--- config.mk ---
export PLATFORM = sky130hd
export DESIGN_NAME = operand_triplet_collector
export DESIGN_NICKNAME = d
export VERILOG_FILES = /design/src/rtl/operand_triplet_collector_pkg.sv /design/src/rtl/operand_triplet_collector_triplet_out_reg.sv /design/src/rtl/operand_triplet_collector.sv
export SDC_FILE = /design/constraint.sdc
export NUM_CORES = 1
export LEC_CHECK = 0
export ABC_CLOCK_PERIOD_IN_PS = 2200
export BUFFER_PORTS_ARGS = -buffer_cell sky130_fd_sc_hd__buf_2
export CORE_UTILIZATION = 53
export DETAILED_ROUTE_END_ITERATION = 8
export PLACE_DENSITY = 0.81
export SLEW_MARGIN = 20
export SYNTH_ARGS = -nofsm -noshare
export SYNTH_HDL_FRONTEND = slang
export SYNTH_SLANG_ARGS = --single-unit
--- constraint.sdc ---
create_clock -name clk -period 2.2 [get_ports clk]
set_input_delay 0.44 -clock clk [delete_from_list [all_inputs] [get_ports clk]]
set_output_delay 0.44 -clock clk [all_outputs]
set_load 0.01 [all_outputs]
--- src/rtl/operand_triplet_collector_pkg.sv ---
// Shared types and default widths for the operand triplet collector.
package operand_triplet_collector_pkg;

    localparam int DEF_DATA_W = 8;
    localparam int DEF_CNT_W  = 16;

    // Which operand of the current triplet the next accepted word fills.
    typedef enum logic [1:0] {
        S_A = 2'd0,
        S_B = 2'd1,
        S_C = 2'd2
    } state_t;

endpackage

--- src/rtl/operand_triplet_collector_triplet_out_reg.sv ---
// Registered output stage holding one complete (a, b, c) triplet.
// A load always wins over a drain, so a triplet can be replaced in the
// same cycle the previous one is taken, with no bubble.
module triplet_out_reg
    import operand_triplet_collector_pkg::*;
#(
    parameter int DATA_W = DEF_DATA_W
) (
    input  logic              clk,
    input  logic              rst_n,
    input  logic              i_load,
    input  logic [DATA_W-1:0] i_a,
    input  logic [DATA_W-1:0] i_b,
    input  logic [DATA_W-1:0] i_c,
    input  logic              i_ready,
    output logic [DATA_W-1:0] o_a,
    output logic [DATA_W-1:0] o_b,
    output logic [DATA_W-1:0] o_c,
    output logic              o_valid
);

    logic [DATA_W-1:0] r_a;
    logic [DATA_W-1:0] r_b;
    logic [DATA_W-1:0] r_c;
    logic              r_valid;

    // Operand registers change only on a load; held stable otherwise.
    always_ff @(posedge clk or negedge rst_n) begin
        if (!rst_n) begin
            r_a <= '0;
            r_b <= '0;
            r_c <= '0;
        end else if (i_load) begin
            r_a <= i_a;
            r_b <= i_b;
            r_c <= i_c;
        end
    end

    // Valid sets on load, clears on a drain that has no concurrent load.
    always_ff @(posedge clk or negedge rst_n) begin
        if (!rst_n) begin
            r_valid <= 1'b0;
        end else if (i_load) begin
            r_valid <= 1'b1;
        end else if (r_valid && i_ready) begin
            r_valid <= 1'b0;
        end
    end

    assign o_a     = r_a;
    assign o_b     = r_b;
    assign o_c     = r_c;
    assign o_valid = r_valid;

endmodule

--- src/rtl/operand_triplet_collector.sv ---
// Groups a serial byte stream into (a, b, c) operand triplets, realigning
// on the first-byte marker and counting triplets handed to the output stage.
module operand_triplet_collector
    import operand_triplet_collector_pkg::*;
#(
    parameter int DATA_W = DEF_DATA_W,
    parameter int CNT_W  = DEF_CNT_W
) (
    input  logic              clk,
    input  logic              rst_n,
    input  logic [DATA_W-1:0] s_data,
    input  logic              s_first,
    input  logic              s_valid,
    output logic              s_ready,
    output logic [DATA_W-1:0] m_a,
    output logic [DATA_W-1:0] m_b,
    output logic [DATA_W-1:0] m_c,
    output logic              m_valid,
    input  logic              m_ready,
    output logic              err_resync,
    output logic [CNT_W-1:0]  trip_cnt
);

    state_t            r_state;
    state_t            w_state_nxt;
    logic [DATA_W-1:0] r_a_q;
    logic [DATA_W-1:0] r_b_q;
    logic [CNT_W-1:0]  r_trip_cnt;
    logic              r_err_resync;
    logic              w_m_valid;
    logic              w_acc;
    logic              w_cap_a;
    logic              w_cap_b;
    logic              w_load;
    logic              w_resync;

    // Only the third word can stall: it would overwrite an undrained triplet.
    assign s_ready = (r_state != S_C) | ~w_m_valid | m_ready;
    assign w_acc   = s_valid & s_ready;

    // FSM state register.
    always_ff @(posedge clk or negedge rst_n) begin
        if (!rst_n) begin
            r_state <= S_A;
        end else begin
            r_state <= w_state_nxt;
        end
    end

    // Next state and per-word actions; a first marker mid-triplet restarts at b.
    always_comb begin
        w_state_nxt = r_state;
        w_cap_a     = 1'b0;
        w_cap_b     = 1'b0;
        w_load      = 1'b0;
        w_resync    = 1'b0;
        if (w_acc) begin
            case (r_state)
                S_A: begin
                    w_cap_a     = 1'b1;
                    w_state_nxt = S_B;
                end
                S_B, S_C: begin
                    if (s_first) begin
                        w_cap_a     = 1'b1;
                        w_resync    = 1'b1;
                        w_state_nxt = S_B;
                    end else if (r_state == S_B) begin
                        w_cap_b     = 1'b1;
                        w_state_nxt = S_C;
                    end else begin
                        w_load      = 1'b1;
                        w_state_nxt = S_A;
                    end
                end
                default: begin
                    w_state_nxt = S_A;
                end
            endcase
        end
    end

    // Partial-triplet holding registers, written only on accepted words.
    always_ff @(posedge clk or negedge rst_n) begin
        if (!rst_n) begin
            r_a_q <= '0;
            r_b_q <= '0;
        end else begin
            if (w_cap_a) begin
                r_a_q <= s_data;
            end
            if (w_cap_b) begin
                r_b_q <= s_data;
            end
        end
    end

    // Triplet counter (wrapping) and single-cycle resync flag.
    always_ff @(posedge clk or negedge rst_n) begin
        if (!rst_n) begin
            r_trip_cnt   <= '0;
            r_err_resync <= 1'b0;
        end else begin
            r_err_resync <= w_resync;
            if (w_load) begin
                r_trip_cnt <= r_trip_cnt + CNT_W'(1);
            end
        end
    end

    triplet_out_reg #(
        .DATA_W (DATA_W)
    ) u_out (
        .clk     (clk),
        .rst_n   (rst_n),
        .i_load  (w_load),
        .i_a     (r_a_q),
        .i_b     (r_b_q),
        .i_c     (s_data),
        .i_ready (m_ready),
        .o_a     (m_a),
        .o_b     (m_b),
        .o_c     (m_c),
        .o_valid (w_m_valid)
    );

    assign m_valid    = w_m_valid;
    assign err_resync = r_err_resync;
    assign trip_cnt   = r_trip_cnt;

endmodule

==> results of run 1 <==
## final timing paths
| check | from | endpoint | slack (ns) | cells past startpoint |
|---|---|---|---|---|
| worst max-delay path | r_state[1] | u_out.o_a[7] | 0.23 | 6 |
| worst min-delay path | rst_n | trip_cnt[1] | 0.10 | 1 |
| worst max register to register | r_state[1] | u_out.o_a[7] | 0.23 | 6 |
| worst min register to register | trip_cnt[15] | trip_cnt[15] | 0.46 | 1 |
| max in group asynchronous | rst_n | u_out.o_c[1] | 1.51 | 2 |
| min in group clk | m_ready | u_out.o_valid | 0.29 | 2 |
## flip-flops by register name (all words and copies together) (netlist names)
signal,cells
trip_cnt,16
r_a_q,8
r_b_q,8
u_out.o_a,8
u_out.o_b,8
u_out.o_c,8
r_state,2
err_resync,1
u_out.o_valid,1
## report_power, final
part           total [uW]  switching (uW)  internal, uW
sequential           1790             251          1540
clock                 865             404           461
combinational        1190             535           651
total                3840            1190          2650
## kinds of logic (layout without fill, tap and decap cells)
family / count (synthesis) / after routing
AOI/OAI and AO/OA: 3 / 3
and+or+nand+nor: 37 / 37
buffers and inverters: 8 / 79
muxes: 41 / 41
xor gates and xnor gates: 15 / 15
DFF: 60 / 60
adders and majority gates: 5 / 5
## synthesized netlist by cell type (all sizes together)
cell    number  share of area
inv          5         0.0076
nor2         4         0.0061
nand3        4         0.0081
nor3         7          0.019
nor3b        2         0.0061
a21o         1         0.0031
xnor2        4          0.014
xor2        11          0.039
and3         2         0.0051
nand2       11          0.018
buf          3         0.0087
nand4b       2          0.013
nand3b       1         0.0081
nand4        1         0.0025
mux2        41           0.19
a21oi        1         0.0020
ha           5          0.025
and4bb       1         0.0051
nor4         2         0.0076
dfrtp       60           0.61
o21ai        1         0.0020
## cells in the final DEF (no fill, tap or decap), types with 4 or more instances in the layout
master and n:
dfrtp_1 60, clkbuf_8 11, buf_2 55, inv_1 5, nand2_1 10, xor2_1 11
ha_1 5, xnor2_1 4, nand3_1 4, mux2_2 41, nor2_1 4, nor3_1 6
## metrics by stage
stage	utilization	cell area [um^2]
after floorplan	-	2460
after global placement	0.641	2830
after detailed placement	0.641	2830
after CTS	0.680	3000
after global routing	0.680	3000
final	0.680	3000
## layer usage
metal / vias to the layer above / routed length (um) / global-route usage
met3: 11 / 263 / 0.0707
li1: 721 / - / -
met2: 51 / 2110 / 0.319
met4: 0 / 81 / 0.100
met1: 764 / 2000 / 0.263
met5: - / 0 / 0
## worst reg2reg max path, stage by stage, from the launching register on
cell and delay (ns):
dfrtp_1 0.41, inv_1 0.09, ha_1 0.31, and4bb_2 0.29, nand2_2 0.22, buf_12 0.20, mux2_2 0.35
## area by class of cell
type | count | area share
Timing Repair Buffer | 59 | 0.110
Inverter | 5 | 0.00626
Sequential cell | 60 | 0.500
Tap cell | 52 | 0.0217
Clock inverter | 2 | 0.00334
Multi-Input combinational cell | 101 | 0.305
Clock buffer | 13 | 0.0530
==> impl_metrics.env, run 1 <==
export IMPL_setup_viol=0
export IMPL_num_nets_final=254
export IMPL_cp_top_family="simple AND/OR/NAND/NOR gates"
export IMPL_pre_cts_ws_ns=0.244
export IMPL_synth_seq_area_share=0.611
export IMPL_hold_worst_slack_ns=0.100
export IMPL_seq_area_um2=1500
export IMPL_path_cells="inv_1 > ha_1 > and4bb_2 > nand2_2 > buf_12 > mux2_2"
export IMPL_core_um2=4410
export IMPL_insertedDiodeCount=0
export IMPL_worst_hold_path_type="in -> async"
export IMPL_drive_above_1_share=0.496
export IMPL_synth_mux_area_frac=0.188
export IMPL_gp_congestion=0.753
export IMPL_syn_cell_area_um2=2460
export IMPL_critPathMaxStageDelay_ns=0.41
export IMPL_boundaryPins=56
export IMPL_antenna_found_initial=0
export IMPL_path_clk_slew_ns=0.07
export IMPL_clock_path_buffers=2
export IMPL_cts_sinks=60
export IMPL_synth_compound_area_frac=0.00713
export IMPL_synth_simple_gate_area_share=0.0988
export IMPL_synthesis_nets=187
export IMPL_crit_type="reg -> reg"
export IMPL_die_h_um=70.1
export IMPL_grt_max_degree=36
export IMPL_postCtsHoldBufs=0
export IMPL_fillers=334
export IMPL_cts_max_level=3
export IMPL_critPathSlowestCell="dfrtp_1"
export IMPL_finalNonFillerCells=292
export IMPL_cp_start_kind="flop"
export IMPL_clkLatencyLatePin_ns=0.34
export IMPL_route_detailed_drc=0
export IMPL_grt_pass1_vias=1569
export IMPL_drv_slew=0
export IMPL_hpwlAfterDp_mm=3.09
export IMPL_postSynthAreaPerCell_um2=14.5
export IMPL_post_cts_setup_buffers=0
export IMPL_wl_mm=4.45
export IMPL_synth_seq_cells=60
export IMPL_grt_pass1_wl_mm=7.68
export IMPL_dp_cells=277
export IMPL_vias_per_cell=5.30
export IMPL_period_needed_ns=1.97
export IMPL_ant_nets=0
export IMPL_tns_ns=0
export IMPL_synthAdderAreaFrac=0.0255
export IMPL_initial_utilization=0.557
export IMPL_wl_per_cell_um=15.2
export IMPL_port_buffers=55
export IMPL_synth_xor_area_frac=0.0535
export IMPL_path_buf_inv=2
export IMPL_rows=24
export IMPL_p_leak_uw=0.00156
export IMPL_end_kind="flop"
export IMPL_relSlewSlack=0.606
export IMPL_rsz0062_at_grt="no"
export IMPL_min_period_over_period=0.895
export IMPL_firstDrtPassIters=4
export IMPL_drtIter0Drc=51
export IMPL_dieArea_um2=4910
export IMPL_track_usage=0.207
export IMPL_vias=1547
export IMPL_tightestPinTransition_ns=0.591
export IMPL_cap_violations=0
export IMPL_worstPathMaxFanout=18
export IMPL_max_freq_mhz=508
export IMPL_synth_warning_count=0
export IMPL_root_buffer="clkbuf_8"
export IMPL_p_total_uw=3840
export IMPL_finalHoldViolCount=0
export IMPL_cts_buffers=9
export IMPL_required_ns=2.42
export IMPL_synth_cell_type_count=26
export IMPL_die_x_um=70.1
export IMPL_cts_resized=0
export IMPL_synth_top_family_by_area="multiplexers"
export IMPL_grt_overflow=0
export IMPL_syn_inst=169
export IMPL_power_density_nw_per_um2=1280
export IMPL_clock_skew_ns=0.00772
export IMPL_status="complete, no violations"
export IMPL_syn_to_final_growth_pct=22.1
export IMPL_cts_tree="done"
export IMPL_multi_input_area_um2=916
export IMPL_ir_worst_vdd_mv=0.781
export IMPL_arrival_ns=2.19
export IMPL_setup_ws_ns=0.230
(Power assumes the default switching activity.)
==> run 2, diff against run 1 <==
--- a/config.mk
+++ b/config.mk
@@ -9,7 +9,7 @@
 export BUFFER_PORTS_ARGS = -buffer_cell sky130_fd_sc_hd__buf_2
 export CORE_UTILIZATION = 53
 export DETAILED_ROUTE_END_ITERATION = 8
-export PLACE_DENSITY = 0.81
+export PLACE_DENSITY = 0.8
 export SLEW_MARGIN = 20
 export SYNTH_ARGS = -nofsm -noshare
 export SYNTH_HDL_FRONTEND = slang
==> run 2 against run 1 <==
Sequential share of layout area fell by 1.1 points. Count of clock-buffer cells in the layout shrank 1. Clock power rose by 32%. Combinational power about the same. Die area stayed put. Via count is 0.13% lower. Critical endpoint is now u_out.o_a[0].
==> impl_metrics.env, run 2 (synthesis gave the netlist of run 1 again) <==
export IMPL_status="complete, no violations"
export IMPL_grt_overflow=0
export IMPL_critPathSlowestCell="dfrtp_1"
export IMPL_boundaryPins=56
export IMPL_period_needed_ns=1.95
export IMPL_port_buffers=55
export IMPL_rsz0062_at_grt="no"
export IMPL_cts_resized=0
export IMPL_path_clk_slew_ns=0.06
export IMPL_path_buf_inv=2
export IMPL_hold_worst_slack_ns=0.0919
export IMPL_grt_max_degree=38
export IMPL_wl_per_cell_um=14.9
export IMPL_die_x_um=70.1
export IMPL_arrival_ns=2.17
export IMPL_p_total_uw=4110
export IMPL_rows=24
export IMPL_layout_common_cells="dfrtp_1, buf_2, mux2_2, clkbuf_8, xor2_1"
export IMPL_grt_pass1_vias=1504
export IMPL_firstDrtPassIters=4
export IMPL_dieArea_um2=4910
export IMPL_insertedDiodeCount=0
export IMPL_largest_reg_flops=16
export IMPL_cts_sinks=60
export IMPL_required_ns=2.42
export IMPL_vias=1545
export IMPL_drtIter0Drc=64
export IMPL_cp_start_kind="flop"
export IMPL_postCtsHoldBufs=0
export IMPL_hpwlAfterDp_mm=3.01
export IMPL_critPathMaxStageDelay_ns=0.39
export IMPL_worst_hold_path_type="in -> async"
export IMPL_wl_mm=4.37
export IMPL_drive_above_1_share=0.506
export IMPL_cts_max_level=3
export IMPL_die_h_um=70.1
export IMPL_cap_violations=0
export IMPL_end_kind="flop"
export IMPL_core_um2=4410
export IMPL_clock_skew_ns=0.00543
export IMPL_cts_buffers=9
export IMPL_finalHoldViolCount=0
export IMPL_path_cells="inv_1 > ha_1 > and4bb_2 > nand2_2 > buf_12 > mux2_2"
export IMPL_gp_congestion=0.735
export IMPL_seq_area_um2=1500
export IMPL_fillers=334
export IMPL_max_freq_mhz=512
export IMPL_initial_utilization=0.557
export IMPL_dp_cells=277
export IMPL_tightestPinTransition_ns=0.560
export IMPL_cts_tree="done"
export IMPL_crit_type="reg -> reg"
export IMPL_syn_to_final_growth_pct=24.8
export IMPL_route_detailed_drc=0
export IMPL_power_density_nw_per_um2=1340
export IMPL_post_cts_setup_buffers=0
export IMPL_worstPathMaxFanout=21
export IMPL_track_usage=0.199
export IMPL_antenna_found_initial=0
export IMPL_finalNonFillerCells=293
export IMPL_min_period_over_period=0.888
export IMPL_final_common_cell="dfrtp_1"
export IMPL_relSlewSlack=0.627
export IMPL_vias_per_cell=5.27
export IMPL_setup_viol=0
export IMPL_cp_top_family="simple AND/OR/NAND/NOR gates"
export IMPL_grt_pass1_wl_mm=7.27
export IMPL_root_buffer="clkbuf_8"
export IMPL_drv_slew=0
export IMPL_clock_path_buffers=2
export IMPL_ir_worst_vdd_mv=0.760
export IMPL_p_leak_uw=0.00160
export IMPL_ant_nets=0
export IMPL_tns_ns=0
export IMPL_multi_input_area_um2=916
export IMPL_num_nets_final=254
export IMPL_clkLatencyLatePin_ns=0.33
==> run 2: changes by cell type in the layout (fill, tap and decap cells not counted) <==
cell       change
clkbuf_8       +1
clkbuf_1       -2
bufinv_16      +2
==> run 2: layer usage <==
layer / GRT usage / vias up / share of wire
met1: 0.254 / 775 / 0.46
met5: 0 / - / 0
met3: 0.0664 / 7 / 0.049
li1: - / 720 / -
met2: 0.308 / 43 / 0.48
met4: 0.0933 / 0 / 0.016
==> run 2: path summary, 6_finish.rpt <==
check / startpoint / end / cells after the start / slack [ns]
min: rst_n / trip_cnt[6] / 1 / 0.09
min in group clk: m_ready / u_out.o_valid / 2 / 0.32
max reg2reg: r_state[0] / u_out.o_a[0] / 6 / 0.25
max in group asynchronous: rst_n / r_a_q[2] / 2 / 1.52
min reg2reg: trip_cnt[15] / trip_cnt[15] / 1 / 0.47
max: r_state[0] / u_out.o_a[0] / 6 / 0.25
==> run 2: per-stage QoR <==
step,area [um^2],setup slack [ns],util
after floorplan,2460,0.412,-
after global placement,2830,0.283,0.641
after detailed placement,2830,0.244,0.641
after CTS,3070,0.231,0.695
after global routing,3070,0.103,0.695
final,3070,0.246,0.695
==> run 2: worst reg2reg max path: stages, from the launching register on <==
cell and delay (ns):
dfrtp_1 0.39, inv_1 0.08, ha_1 0.33, and4bb_2 0.29
nand2_2 0.19, buf_12 0.20, mux2_2 0.36
==> run 2: layout make-up <==
type	count	area share
timing repair buffer	59	0.108
sequential	60	0.490
tap	52	0.0212
inverter	5	0.00612
multi-input combinational	101	0.299
clock buffer	12	0.0539
clock inverter	4	0.0228
==> run 2: power by group <==
part / leakage, uW / internal, uW / switching [uW]
clock: 0.000122 / 726 / 412
combinational: 0.000737 / 651 / 540
sequential: 0.000737 / 1540 / 241
total: 0.00160 / 2910 / 1190
==> run 3, diff against run 2 <==
--- a/config.mk
+++ b/config.mk
@@ -7,9 +7,9 @@
 export LEC_CHECK = 0
 export ABC_CLOCK_PERIOD_IN_PS = 2200
 export BUFFER_PORTS_ARGS = -buffer_cell sky130_fd_sc_hd__buf_2
-export CORE_UTILIZATION = 53
+export CORE_UTILIZATION = 50
 export DETAILED_ROUTE_END_ITERATION = 8
-export PLACE_DENSITY = 0.8
+export PLACE_DENSITY = 0.76
 export SLEW_MARGIN = 20
 export SYNTH_ARGS = -nofsm -noshare
 export SYNTH_HDL_FRONTEND = slang
==> run 3 against run 2 <==
Count of clock-buffer cells in the layout decreased by 1. First-iteration DRC count decreased by 23%. Setup slack got worse by 0.038 ns. Highest routed layer unchanged. Critical path depth unchanged. Fmax decreased by 1.9%. Non-clock buffer count unchanged. Routed wire length increased by 0.66%. Clock skew increased by 0.0023 ns.
==> impl_metrics.env, run 3 (synthesis gave the netlist of run 1 again) <==
export IMPL_reg2reg_slack_ns=0.21
export IMPL_hpwlAfterDp_mm=3.06
export IMPL_vias=1549
export IMPL_dieArea_um2=5200
export IMPL_cp_start_kind="flop"
export IMPL_max_freq_mhz=502
export IMPL_grt_max_degree=35
export IMPL_insertedDiodeCount=0
export IMPL_pre_cts_ws_ns=0.233
export IMPL_boundaryPins=56
export IMPL_ir_worst_vdd_mv=0.867
export IMPL_rsz0062_at_grt="no"
export IMPL_wl_per_cell_um=14.3
export IMPL_fillers=338
export IMPL_clock_skew_ns=0.00770
export IMPL_rows=25
export IMPL_worst_hold_path_type="in -> async"
export IMPL_gp_congestion=0.744
export IMPL_final_util=0.651
export IMPL_clock_path_buffers=2
export IMPL_cap_violations=0
export IMPL_cts_sinks=60
export IMPL_end_kind="flop"
export IMPL_num_nets_final=254
export IMPL_initial_utilization=0.520
export IMPL_grt_overflow=0
export IMPL_port_buffers=55
export IMPL_p_leak_uw=0.00159
export IMPL_finalHoldViolCount=0
export IMPL_firstDrtPassIters=4
export IMPL_period_needed_ns=1.99
export IMPL_largest_reg_flops=16
export IMPL_seq_area_um2=1500
export IMPL_tns_ns=0
export IMPL_route_detailed_drc=0
export IMPL_ant_nets=0
export IMPL_setup_viol=0
export IMPL_grt_pass1_vias=1527
export IMPL_worstPathMaxFanout=10
export IMPL_die_h_um=72.1
export IMPL_drtIter0Drc=49
export IMPL_post_cts_setup_buffers=0
export IMPL_layout_common_cells="dfrtp_1, buf_2, mux2_2, xor2_1, clkbuf_8"
export IMPL_root_buffer="clkbuf_8"
export IMPL_drive_above_1_share=0.504
export IMPL_core_um2=4720
export IMPL_finalNonFillerCells=307
export IMPL_reg2reg_to="u_out.o_b[4]"
export IMPL_multi_input_area_um2=916
export IMPL_final_common_cell="dfrtp_1"
export IMPL_status="complete, no violations"
export IMPL_track_usage=0.194
export IMPL_drv_slew=0
export IMPL_postCtsHoldBufs=0
export IMPL_reg2reg_from="r_state[0]"
export IMPL_grt_pass1_wl_mm=7.26
export IMPL_syn_to_final_growth_pct=25.1
export IMPL_dp_cells=292
export IMPL_cts_tree="done"
export IMPL_antenna_found_initial=0
export IMPL_clkLatencyLatePin_ns=0.34
export IMPL_path_clk_slew_ns=0.07
export IMPL_min_period_over_period=0.906
export IMPL_cts_buffers=9
export IMPL_required_ns=2.42
export IMPL_vias_per_cell=5.05
export IMPL_setup_ws_ns=0.208
export IMPL_reg2regPathDepth=6
export IMPL_tightestPinTransition_ns=0.618
export IMPL_power_density_nw_per_um2=1330
export IMPL_arrival_ns=2.21
export IMPL_die_x_um=72.1
export IMPL_wl_mm=4.40
export IMPL_cts_max_level=3
export IMPL_relSlewSlack=0.588
export IMPL_crit_type="reg -> reg"
export IMPL_cts_resized=0
[run 3: area by class of cell]
class	instances	share of cell area
flip-flops and latches	60	0.488
multi-input cells	101	0.298
repair buffers	59	0.107
clock buffers	11	0.0492
well taps	67	0.0273
clock inverters	4	0.0236
inverters	5	0.00611
[run 3: worst max path at each step]
stage / cells past startpoint / to / startpoint
after detailed placement: 6 / u_out.o_b[4] / r_state[0]
after CTS: 6 / u_out.o_b[4] / r_state[0]
after floorplan: 6 / u_out.o_a[6] / r_state[0]
final: 6 / u_out.o_b[4] / r_state[0]
after global placement: 6 / u_out.o_c[1] / r_state[0]
after global routing: 7 / trip_cnt[5] / r_state[0]
[run 3: per-stage QoR]
stage	area, um^2	total power (uW)	hold slack (ns)
final	3070	4090	0.112
after global routing	3070	4330	0.155
after CTS	3070	4130	0.119
after detailed placement	2850	3000	0.465
after global placement	2850	2950	0.453
after floorplan	2460	2520	0.144
[run 3: per-layer routing]
metal / part of all wire / global-route usage / vias up
met3: 0.070 / 0.0986 / 6
met1: 0.46 / 0.252 / 776
met2: 0.46 / 0.279 / 49
met4: 0.0091 / 0.0719 / 0
met5: 0 / 0 / -
li1: - / - / 718
[run 3: critical path: stages (launching register included)]
cell and delay, ns:
dfrtp_1 0.40, inv_1 0.08, ha_1 0.32, and4bb_2 0.28, nand2_2 0.19, buf_4 0.23
mux2_2 0.36
[run 3: power breakdown]
part / internal [uW] / switching, uW / total (uW)
Sequential: 1540 / 245 / 1780
Clock: 691 / 417 / 1110
Combinational: 652 / 545 / 1200
